File: src/rtl/wb_writer_pkg.sv
// Shared constants for the integer register-file write-back path.
// Default widths and depth, the {addr,data} entry layout, and write-enable levels.
package wb_writer_pkg;

    localparam int   WB_RADDR_WIDTH = 5;
    localparam int   WB_RDATA_WIDTH = 32;
    localparam int   WB_DEPTH       = 2;
    localparam int   WB_ENTRY_WIDTH = WB_RADDR_WIDTH + WB_RDATA_WIDTH;
    localparam logic WRITE_ENABLE   = 1'b1;
    localparam logic WRITE_DISABLE  = 1'b0;

endpackage

File: src/rtl/wb_fifo.sv
// Generic DEPTH x WIDTH FIFO exposing its entries in age order (0 = head).
// Latency: push is visible at the head on the cycle after the push edge.
// Backpressure: pushes while full and pops while empty are ignored.
module wb_fifo #(
    parameter  int DEPTH = 2,
    parameter  int WIDTH = 37,
    localparam int AW    = $clog2(DEPTH),
    localparam int CW    = AW + 1
) (
    input  logic                        clk_i,
    input  logic                        rst_i,
    input  logic                        push_i,
    input  logic [WIDTH-1:0]            push_dat_i,
    input  logic                        pop_i,
    output logic                        full_o,
    output logic                        empty_o,
    output logic [CW-1:0]               count_o,
    output logic [WIDTH-1:0]            head_dat_o,
    output logic [DEPTH-1:0][WIDTH-1:0] age_dat_o,
    output logic [DEPTH-1:0]            age_vld_o
);

    logic [DEPTH-1:0][WIDTH-1:0] mem_q;
    logic [AW-1:0]               wr_ptr_q;
    logic [AW-1:0]               rd_ptr_q;
    logic [CW-1:0]               cnt_q;
    logic [CW-1:0]               cnt_d;
    logic                        push_ok;
    logic                        pop_ok;

    assign full_o     = (cnt_q == CW'(DEPTH));
    assign empty_o    = (cnt_q == '0);
    assign count_o    = cnt_q;
    assign head_dat_o = mem_q[rd_ptr_q];
    assign push_ok    = push_i && !full_o;
    assign pop_ok     = pop_i && !empty_o;

    always_comb begin
        cnt_d = cnt_q;
        case ({push_ok, pop_ok})
            2'b10:   cnt_d = cnt_q + CW'(1);
            2'b01:   cnt_d = cnt_q - CW'(1);
            default: cnt_d = cnt_q;
        endcase
    end

    always_ff @(posedge clk_i or posedge rst_i) begin
        if (rst_i) begin
            mem_q    <= '0;
            wr_ptr_q <= '0;
            rd_ptr_q <= '0;
            cnt_q    <= '0;
        end else begin
            if (push_ok) begin
                mem_q[wr_ptr_q] <= push_dat_i;
                wr_ptr_q        <= wr_ptr_q + AW'(1);
            end
            if (pop_ok) begin
                rd_ptr_q <= rd_ptr_q + AW'(1);
            end
            cnt_q <= cnt_d;
        end
    end

    // Pointers wrap naturally because DEPTH is a power of two.
    always_comb begin
        for (int k = 0; k < DEPTH; k++) begin
            age_dat_o[k] = mem_q[rd_ptr_q + AW'(k)];
            age_vld_o[k] = (CW'(k) < cnt_q);
        end
    end

endmodule

File: src/rtl/wb_writer.sv
// Register-file write-back buffer with a registered write port and ID-stage forwarding.
// Latency: result accepted at edge N is written (we_o=1) in the cycle after edge N+1.
// Backpressure: ready_o drops when the FIFO is full; wport_busy_i stalls the drain.
module wb_writer
    import wb_writer_pkg::*;
#(
    parameter int RADDR_WIDTH = WB_RADDR_WIDTH,
    parameter int RDATA_WIDTH = WB_RDATA_WIDTH,
    parameter int DEPTH       = WB_DEPTH
) (
    input  logic                     clk_i,
    input  logic                     rst_i,
    input  logic                     valid_i,
    output logic                     ready_o,
    input  logic [RADDR_WIDTH-1:0]   waddr_i,
    input  logic [RDATA_WIDTH-1:0]   wdata_i,
    input  logic                     wport_busy_i,
    output logic                     we_o,
    output logic [RADDR_WIDTH-1:0]   waddr_o,
    output logic [RDATA_WIDTH-1:0]   wdata_o,
    input  logic [RADDR_WIDTH-1:0]   fwd_raddr1_i,
    input  logic [RADDR_WIDTH-1:0]   fwd_raddr2_i,
    output logic                     fwd_hit1_o,
    output logic [RDATA_WIDTH-1:0]   fwd_data1_o,
    output logic                     fwd_hit2_o,
    output logic [RDATA_WIDTH-1:0]   fwd_data2_o,
    output logic [$clog2(DEPTH):0]   count_o
);

    localparam int EW = RADDR_WIDTH + RDATA_WIDTH;

    logic                        full;
    logic                        empty;
    logic                        push;
    logic                        pop;
    logic [EW-1:0]               head_dat;
    logic [DEPTH-1:0][EW-1:0]    age_dat;
    logic [DEPTH-1:0]            age_vld;
    logic                        we_q;
    logic [RADDR_WIDTH-1:0]      waddr_q;
    logic [RDATA_WIDTH-1:0]      wdata_q;

    assign ready_o = !full;
    // x0 results complete the handshake but never enter the buffer.
    assign push    = valid_i && ready_o && (waddr_i != '0);
    assign pop     = !empty && !wport_busy_i;

    wb_fifo #(
        .DEPTH (DEPTH),
        .WIDTH (EW)
    ) u_fifo (
        .clk_i      (clk_i),
        .rst_i      (rst_i),
        .push_i     (push),
        .push_dat_i ({waddr_i, wdata_i}),
        .pop_i      (pop),
        .full_o     (full),
        .empty_o    (empty),
        .count_o    (count_o),
        .head_dat_o (head_dat),
        .age_dat_o  (age_dat),
        .age_vld_o  (age_vld)
    );

    always_ff @(posedge clk_i or posedge rst_i) begin
        if (rst_i) begin
            we_q    <= WRITE_DISABLE;
            waddr_q <= '0;
            wdata_q <= '0;
        end else if (pop) begin
            we_q    <= WRITE_ENABLE;
            waddr_q <= head_dat[EW-1 -: RADDR_WIDTH];
            wdata_q <= head_dat[RDATA_WIDTH-1:0];
        end else begin
            we_q    <= WRITE_DISABLE;
        end
    end

    assign we_o    = we_q;
    assign waddr_o = waddr_q;
    assign wdata_o = wdata_q;

    // Oldest source first, so later (younger) matches override earlier ones.
    function automatic logic [RDATA_WIDTH:0] fwd_lookup(
        input logic [RADDR_WIDTH-1:0]  ra,
        input logic [DEPTH-1:0][EW-1:0] ent,
        input logic [DEPTH-1:0]        vld,
        input logic                    we,
        input logic [RADDR_WIDTH-1:0]  wa,
        input logic [RDATA_WIDTH-1:0]  wd
    );
        logic [RDATA_WIDTH:0] r;
        r = '0;
        if (ra != '0) begin
            if (we && (wa == ra)) begin
                r = {1'b1, wd};
            end
            for (int k = 0; k < DEPTH; k++) begin
                if (vld[k] && (ent[k][EW-1 -: RADDR_WIDTH] == ra)) begin
                    r = {1'b1, ent[k][RDATA_WIDTH-1:0]};
                end
            end
        end
        return r;
    endfunction

    assign {fwd_hit1_o, fwd_data1_o} = fwd_lookup(fwd_raddr1_i, age_dat, age_vld, we_q, waddr_q, wdata_q);
    assign {fwd_hit2_o, fwd_data2_o} = fwd_lookup(fwd_raddr2_i, age_dat, age_vld, we_q, waddr_q, wdata_q);

endmodule

File: config.mk
export PLATFORM = sky130hd
export DESIGN_NAME = wb_writer
export DESIGN_NICKNAME = d
export VERILOG_FILES = /design/src/rtl/wb_writer_pkg.sv /design/src/rtl/wb_fifo.sv /design/src/rtl/wb_writer.sv
export SDC_FILE = /design/constraint.sdc
export NUM_CORES = 1
export LEC_CHECK = 0
export ABC_AREA = 0
export BUFFER_PORTS_ARGS = -buffer_cell sky130_fd_sc_hd__buf_2
export CAP_MARGIN = 30
export CORE_MARGIN = 4
export CORE_UTILIZATION = 52
export CTS_BUF_LIST = sky130_fd_sc_hd__clkbuf_4
export DETAILED_ROUTE_END_ITERATION = 10
export GPL_ROUTABILITY_DRIVEN = 0
export PLACE_DENSITY_LB_ADDON = 0.08
export SLEW_MARGIN = 40
export SYNTH_ARGS = -nofsm -noshare
export SYNTH_HDL_FRONTEND = slang
export SYNTH_SLANG_ARGS = --single-unit
File: constraint.sdc
create_clock -name clk_i -period 3.76 [get_ports clk_i]
set_clock_uncertainty 0.05 [all_clocks]
set_input_delay 0.752 -clock clk_i [delete_from_list [all_inputs] [get_ports clk_i]]
set_output_delay 0.752 -clock clk_i [all_outputs]
set_load 0.005 [all_outputs]
; ---- After elaboration in Yosys (flattened, before gate mapping)
; Cells that the tools add are included.
[op_classes]
reduce_logical = 20
n_mux = 17
n_addsub = 4
order_cmp = 6
n_eq_ne = 9
[ops]
columns = operator, count
row1 = $mux W33, 8
row2 = $mux W37, 5
row3 = $bwmux W74, 1
row4 = $demux W37 S1, 1
row5 = $eq A5 B5 Y1, 6
row6 = $reduce_bool A5 Y1, 3
row7 = $logic_and A1 B1 Y1, 12
row8 = $lt A1 B2 Y1 const B, 3
row9 = $eq A2 B2 Y1 const B, 2
row10 = $lt A1 B2 Y1 const A, 2
row11 = $pmux W2 S2, 1
row12 = $logic_not A1 Y1, 3
row13 = $add A1 B1 Y1 const B, 2
row14 = $add A2 B1 Y2 const B, 1
row15 = $eq A2 B1 Y1 const B, 1
row16 = $logic_not A2 Y1, 1
row17 = $reduce_bool A2 Y1, 1
row18 = $sub A2 B1 Y2 const B, 1
row19 = $ge A1 B1 Y1 const B, 1
row20 = $mux W1, 1
[word_totals]
register_bits = 116
input_bits = 51

; ---- Depth between registers and ports, before layout
[logic_depth]
depth_word = 7
ltp_mapped = 9
ltp_nobuf = 7

; ---- Modules after synthesis
; From an unflattened synthesis, not the netlist that was laid out.
[unflattened]
cells_unflattened = 586
area_unflattened_um2 = 7749.9
[modules_own_cells]
columns = mod, instances, cells_per_inst, area_each_um2
row1 = wb_fifo, 1, 298, 4356.7
row2 = wb_writer, 1, 288, 3393.3

; ---- Least setup slack after synthesis
; No wires, ideal clock.
[synth_path]
path_type = input-to-output
start = input fwd_raddr2_i[1]
end = output fwd_data2_o[10]
required_time_ns = 2.958
cell_stages = 7
path_slack_ns = 0.801
t_arrival_ns = 2.157
path_cell_list = xor2_1 -> nor4_1 -> and3_1 -> clkbuf_1 -> clkbuf_1 -> o211ai_1 -> a311oi_1
[synth_between]
elab_chain_len = 6
[synth_rtl]
columns = item, line_no
row1 = start: declaration, wb_writer.sv:22  ; input logic [RADDR_WIDTH-1:0] fwd_raddr2_i,
row2 = $eq A5 B5 Y1, wb_writer.sv:95  ; if (we && (wa == ra)) begin
row3 = $logic_and A1 B1 Y1, wb_writer.sv:95
row4 = $mux W33, wb_writer.sv:95
row5 = $mux W33 (2 in series), wb_writer.sv:99  ; if (vld[k] && (ent[k][EW-1 -: RADDR_WIDTH] == ra)) begin
row6 = $mux W33 (*), wb_writer.sv:94  ; if (ra != '0) begin
row7 = end: declaration, wb_writer.sv:26  ; output logic [RDATA_WIDTH-1:0] fwd_data2_o,
; Every way passes the cells marked *; elsewhere a longest branch is shown, timed or not.

; ---- Final worst setup path
[layout_path]
start = register u_fifo.rd_ptr_q
end = output fwd_data1_o[23]
[layout_between]
elab_chain_len = 7
[layout_rtl]
columns = item, line_no
row1 = start: declaration, wb_fifo.sv:25  ; logic [AW-1:0] rd_ptr_q;
row2 = start signal: assignment, wb_fifo.sv:59  ; rd_ptr_q <= rd_ptr_q + AW'(1);
row3 = $add A1 B1 Y1 / $mux W37 (equally long branches), wb_fifo.sv:68  ; age_dat_o[k] = mem_q[rd_ptr_q + AW'(k)];
row4 = $mux W37 (implied by the code), wb_fifo.sv:68
row5 = $mux W37 (implied by the code) / $eq A5 B5 Y1 (equally long branches), "wb_fifo.sv:68, wb_writer.sv:99"
row6 = $eq A5 B5 Y1 / $logic_and A1 B1 Y1 (equally long branches), wb_writer.sv:99
row7 = $logic_and A1 B1 Y1 / $mux W33 (equally long branches), wb_writer.sv:99
row8 = $mux W33 (*), wb_writer.sv:99
row9 = $mux W33 (*), wb_writer.sv:94
row10 = end: declaration, wb_writer.sv:24  ; output logic [RDATA_WIDTH-1:0] fwd_data1_o,
; Every way passes the cells marked *; elsewhere a longest branch is shown, timed or not. The select of a mux whose other input is x is not followed.

==> results.cfg <==
[pwr]
design_power_total_uw = 8270
worst_supply_voltage_drop_on_vdd_uv = 647
power_per_cell_area_mw_per_mm2 = 850
leakage_uw = 0.00404

[timing]
setup_viol = 0
whs_ps = 103
worst_pin_slew_ps = 712
timing.final.hold_violations = 0
finalCriticalPeriod_ps = 3720
final_max_slew_viol_count = 0
slew-limit-headroom_pct = 52.5
rsz_0062_raised_after_global_routing = true
max_clock_freq_mhz = 269
min_period_over_period_pct = 98.9

[run]
maxCapViolCount = 0

[cts]
cts-buffers-inserted = 17
clock_sinks = 116
worst_setup_hold_path_clk_slew_ps = 120
clockRootBuffer = clkbuf_4
cts-htree-levels = 4
clock_latency_late_sink_ps = 550
holdBufCountCts = 0
cts_tree = done
cts_buffer_depth = 2

[route]
wl_per_cell_um = 24.0
route.vias.total = 7426
via_per_inst = 6.79
postRouteAntennaNets = 0
routed_wirelength_um = 26300
detail_route.iter0.violations = 982
drc = 0
dr.pass1.iters = 5

[logic_synthesis]
synth_fp_nets = 808
synth.yosys.warnings = 0
postSynthAreaPerCell_um2 = 10.0
synth-compound-area-share_pct = 16.9
synth_area_leaders = dfrtp_1, mux2_1, a311oi_1, o211ai_1, or3_1
synth.ff_latch_count = 116
netlist_area_mm2 = 0.00755
post_synth_xor_area_fraction_pct = 3.94
ys_seq_area_share_pct = 38.4
dominant_combinational_cell_family_by_area_after_synthesis = multiplexers
synth_largest_type_area_fraction_pct = 38.4
muxShareOfSynthArea_pct = 21.6
yosys.cell_types.count = 32
yosys.area_share.adder_pct = 0.663
cell_accounting_for_the_most_synthesized_area = dfrtp_1
synthesized_area_fraction_occupied_by_and_or_nand_nor_cells_pct = 13.2
syn_inst = 753

[hold_path]
hold_class = in2async

[floorplanning]
cell_row_count = 43
io_pins = 158
initial_core_util_pct = 53.8
area_of_the_placeable_core_mm2 = 0.0140
design.die.area_mm2 = 0.0165
floorplan.die.width_um = 129
floorplan.die.height_um = 129

[global_routing]
grt_start_max_net_pins = 66
antenna_violations_before_repair = 0
global_route_overflow = 0
grtUsageTotal_pct = 29.0
grt_pass1_wl_um = 38200
number_of_global_route_vias_before_repair = 7314

[worst_setup_path]
timing.setup.critical_path_class = reg2out
crit_path_max_incr_delay_ps = 510
critical-path-slowest-cell = dfrtp_4
critPathMostFrequentCell = buf_6
worst-endpoint-required_ps = 2960
critical_path.max_fanout = 16
worst-endpoint-arrival_ps = 2920
path_cells = buf_8, mux2i_4, xor2_1, nand4_1, buf_6, buf_6, or3_1, a311oi_2, buf_2
setup.worst_path.start_class = flip-flop
timing.critical_path.to_type = output pin

[final_layout]
syn2layout_area_growth_pct = 28.8
drive_above_1_share_pct = 39.3
seqCellArea_mm2 = 0.00291
multiInputGateArea_mm2 = 0.00484
design.final.nets = 955
fill_cells = 1067
final_design_area_no_fill_mm2 = 0.00973
most-common-layout-cells = buf_2, dfrtp_1, mux2_1
insertedDiodeCount = 0
layout.cells.most_common = buf_2

[status]
run_status = complete, no violations

[placement]
estimated_wirelength_of_the_detail_placed_design_um = 15200
port-buffer-count = 157
placedInstanceArea_mm2 = 0.00852
-- final cells by class --
| class | count | area share (%) |
|---|---|---|
| clock inverters | 15 | 1.94 |
| clock buffers | 17 | 1.31 |
| inverters | 6 | 0.270 |
| well taps | 180 | 2.31 |
| repair buffers | 213 | 14.6 |
| multi-input cells | 546 | 49.7 |
| flip-flops and latches | 116 | 29.9 |
-- synth_stat cells --
master      n
mux2_2     20
clkbuf_1   62
a311oi_1   64
or3_1      66
a21oi_1     2
nand2_1    39
inv_2       2
inv_1       4
and3_1      2
ha_1        4
dfrtp_1   116
xor2_1     26
o21ai_0     1
o211ai_2    1
mux2i_2     4
o21ba_2     2
mux2i_1    38
o21ai_1    37
nor3_1     64
nand4_1     4
or2_1       3
nand2b_1    2
buf_6       5
nor4_1      2
o211ai_1   64
nor2_1      3
or4_1       3
buf_1       3
buf_2      15
xnor2_1     8
mux2_1     86
buf_4       1
-- worst paths after layout --
path                              startpoint               end  slack (ps)  depth (start not counted)
max                          u_fifo.rd_ptr_q   fwd_data1_o[23]          40                          9
min                                    rst_i  u_fifo.mem_q[25]         100                          2
max reg2reg                u_fifo.count_o[1]       wdata_o[14]        1360                          6
min reg2reg                  u_fifo.mem_q[3]   u_fifo.mem_q[3]         470                          1
max in group asynchronous              rst_i   u_fifo.rd_ptr_q        2640                          4
min in group clk_i                wdata_i[7]  u_fifo.mem_q[44]         380                          2
-- repair_timing --
| action | CTS | global route |
|---|---|---|
| setup endpoints to repair | 55 | 64 |
| setup buffers | 2 | 14 |
| pin swaps | 0 | 65 |
| resized for setup | 13 | 104 |
| cloned | 0 | 8 |
-- power breakdown --
| part | switching, uW | internal (uW) | leakage (uW) |
|---|---|---|---|
| sequential | 615 | 1880 | 0.00139 |
| combinational | 2690 | 2050 | 0.00250 |
| clock | 509 | 518 | 0.000153 |
-- state kept, by name, indices dropped and copies added (netlist names) --
| name | count |
|---|---|
| u_fifo.rd_ptr_q | 1 |
| we_o | 1 |
| u_fifo.count_o | 2 |
| u_fifo.wr_ptr_q | 1 |
| wdata_o | 32 |
| u_fifo.mem_q | 74 |
| waddr_o | 5 |
-- cell families after synthesis --
logic type,Yosys count
fa+ha+maj,4
simple gates,188
xor+xnor,34
compound gates,171
buf+inv,92
flops,116
mux,148
-- layer usage --
| metal | up-vias | global-route usage [%] | share of wire, % |
|---|---|---|---|
| li1 | 3178 | - | - |
| met1 | 3691 | 38.6 | 40 |
| met2 | 470 | 45.6 | 47 |
| met3 | 87 | 7.47 | 9.8 |
| met4 | 0 | 11.9 | 3.5 |
| met5 | - | 0 | 0 |
-- worst max-delay path: cells and delay by family, from the launching register on --
family,cells,cell delay [ps]
and+or+nand+nor,2,490
DFF,1,510
muxes,1,240
xor gates and xnor gates,1,190
buffers and inverters,4,640
AOI/OAI and AO/OA,1,300
-- through the flow --
stage	setup TNS (ps)	util, %	cells	worst slack [ps]
floorplan	0	-	753	801
detailed placement	0	60.7	1036	422
global route	-2050	69.3	1093	-88.9
global placement	0	60.7	1036	407
finish	0	69.3	1093	41.2
CTS	-90.4	63.6	1070	-18.1
No activity file was read; power rests on OpenSTA's default activity.
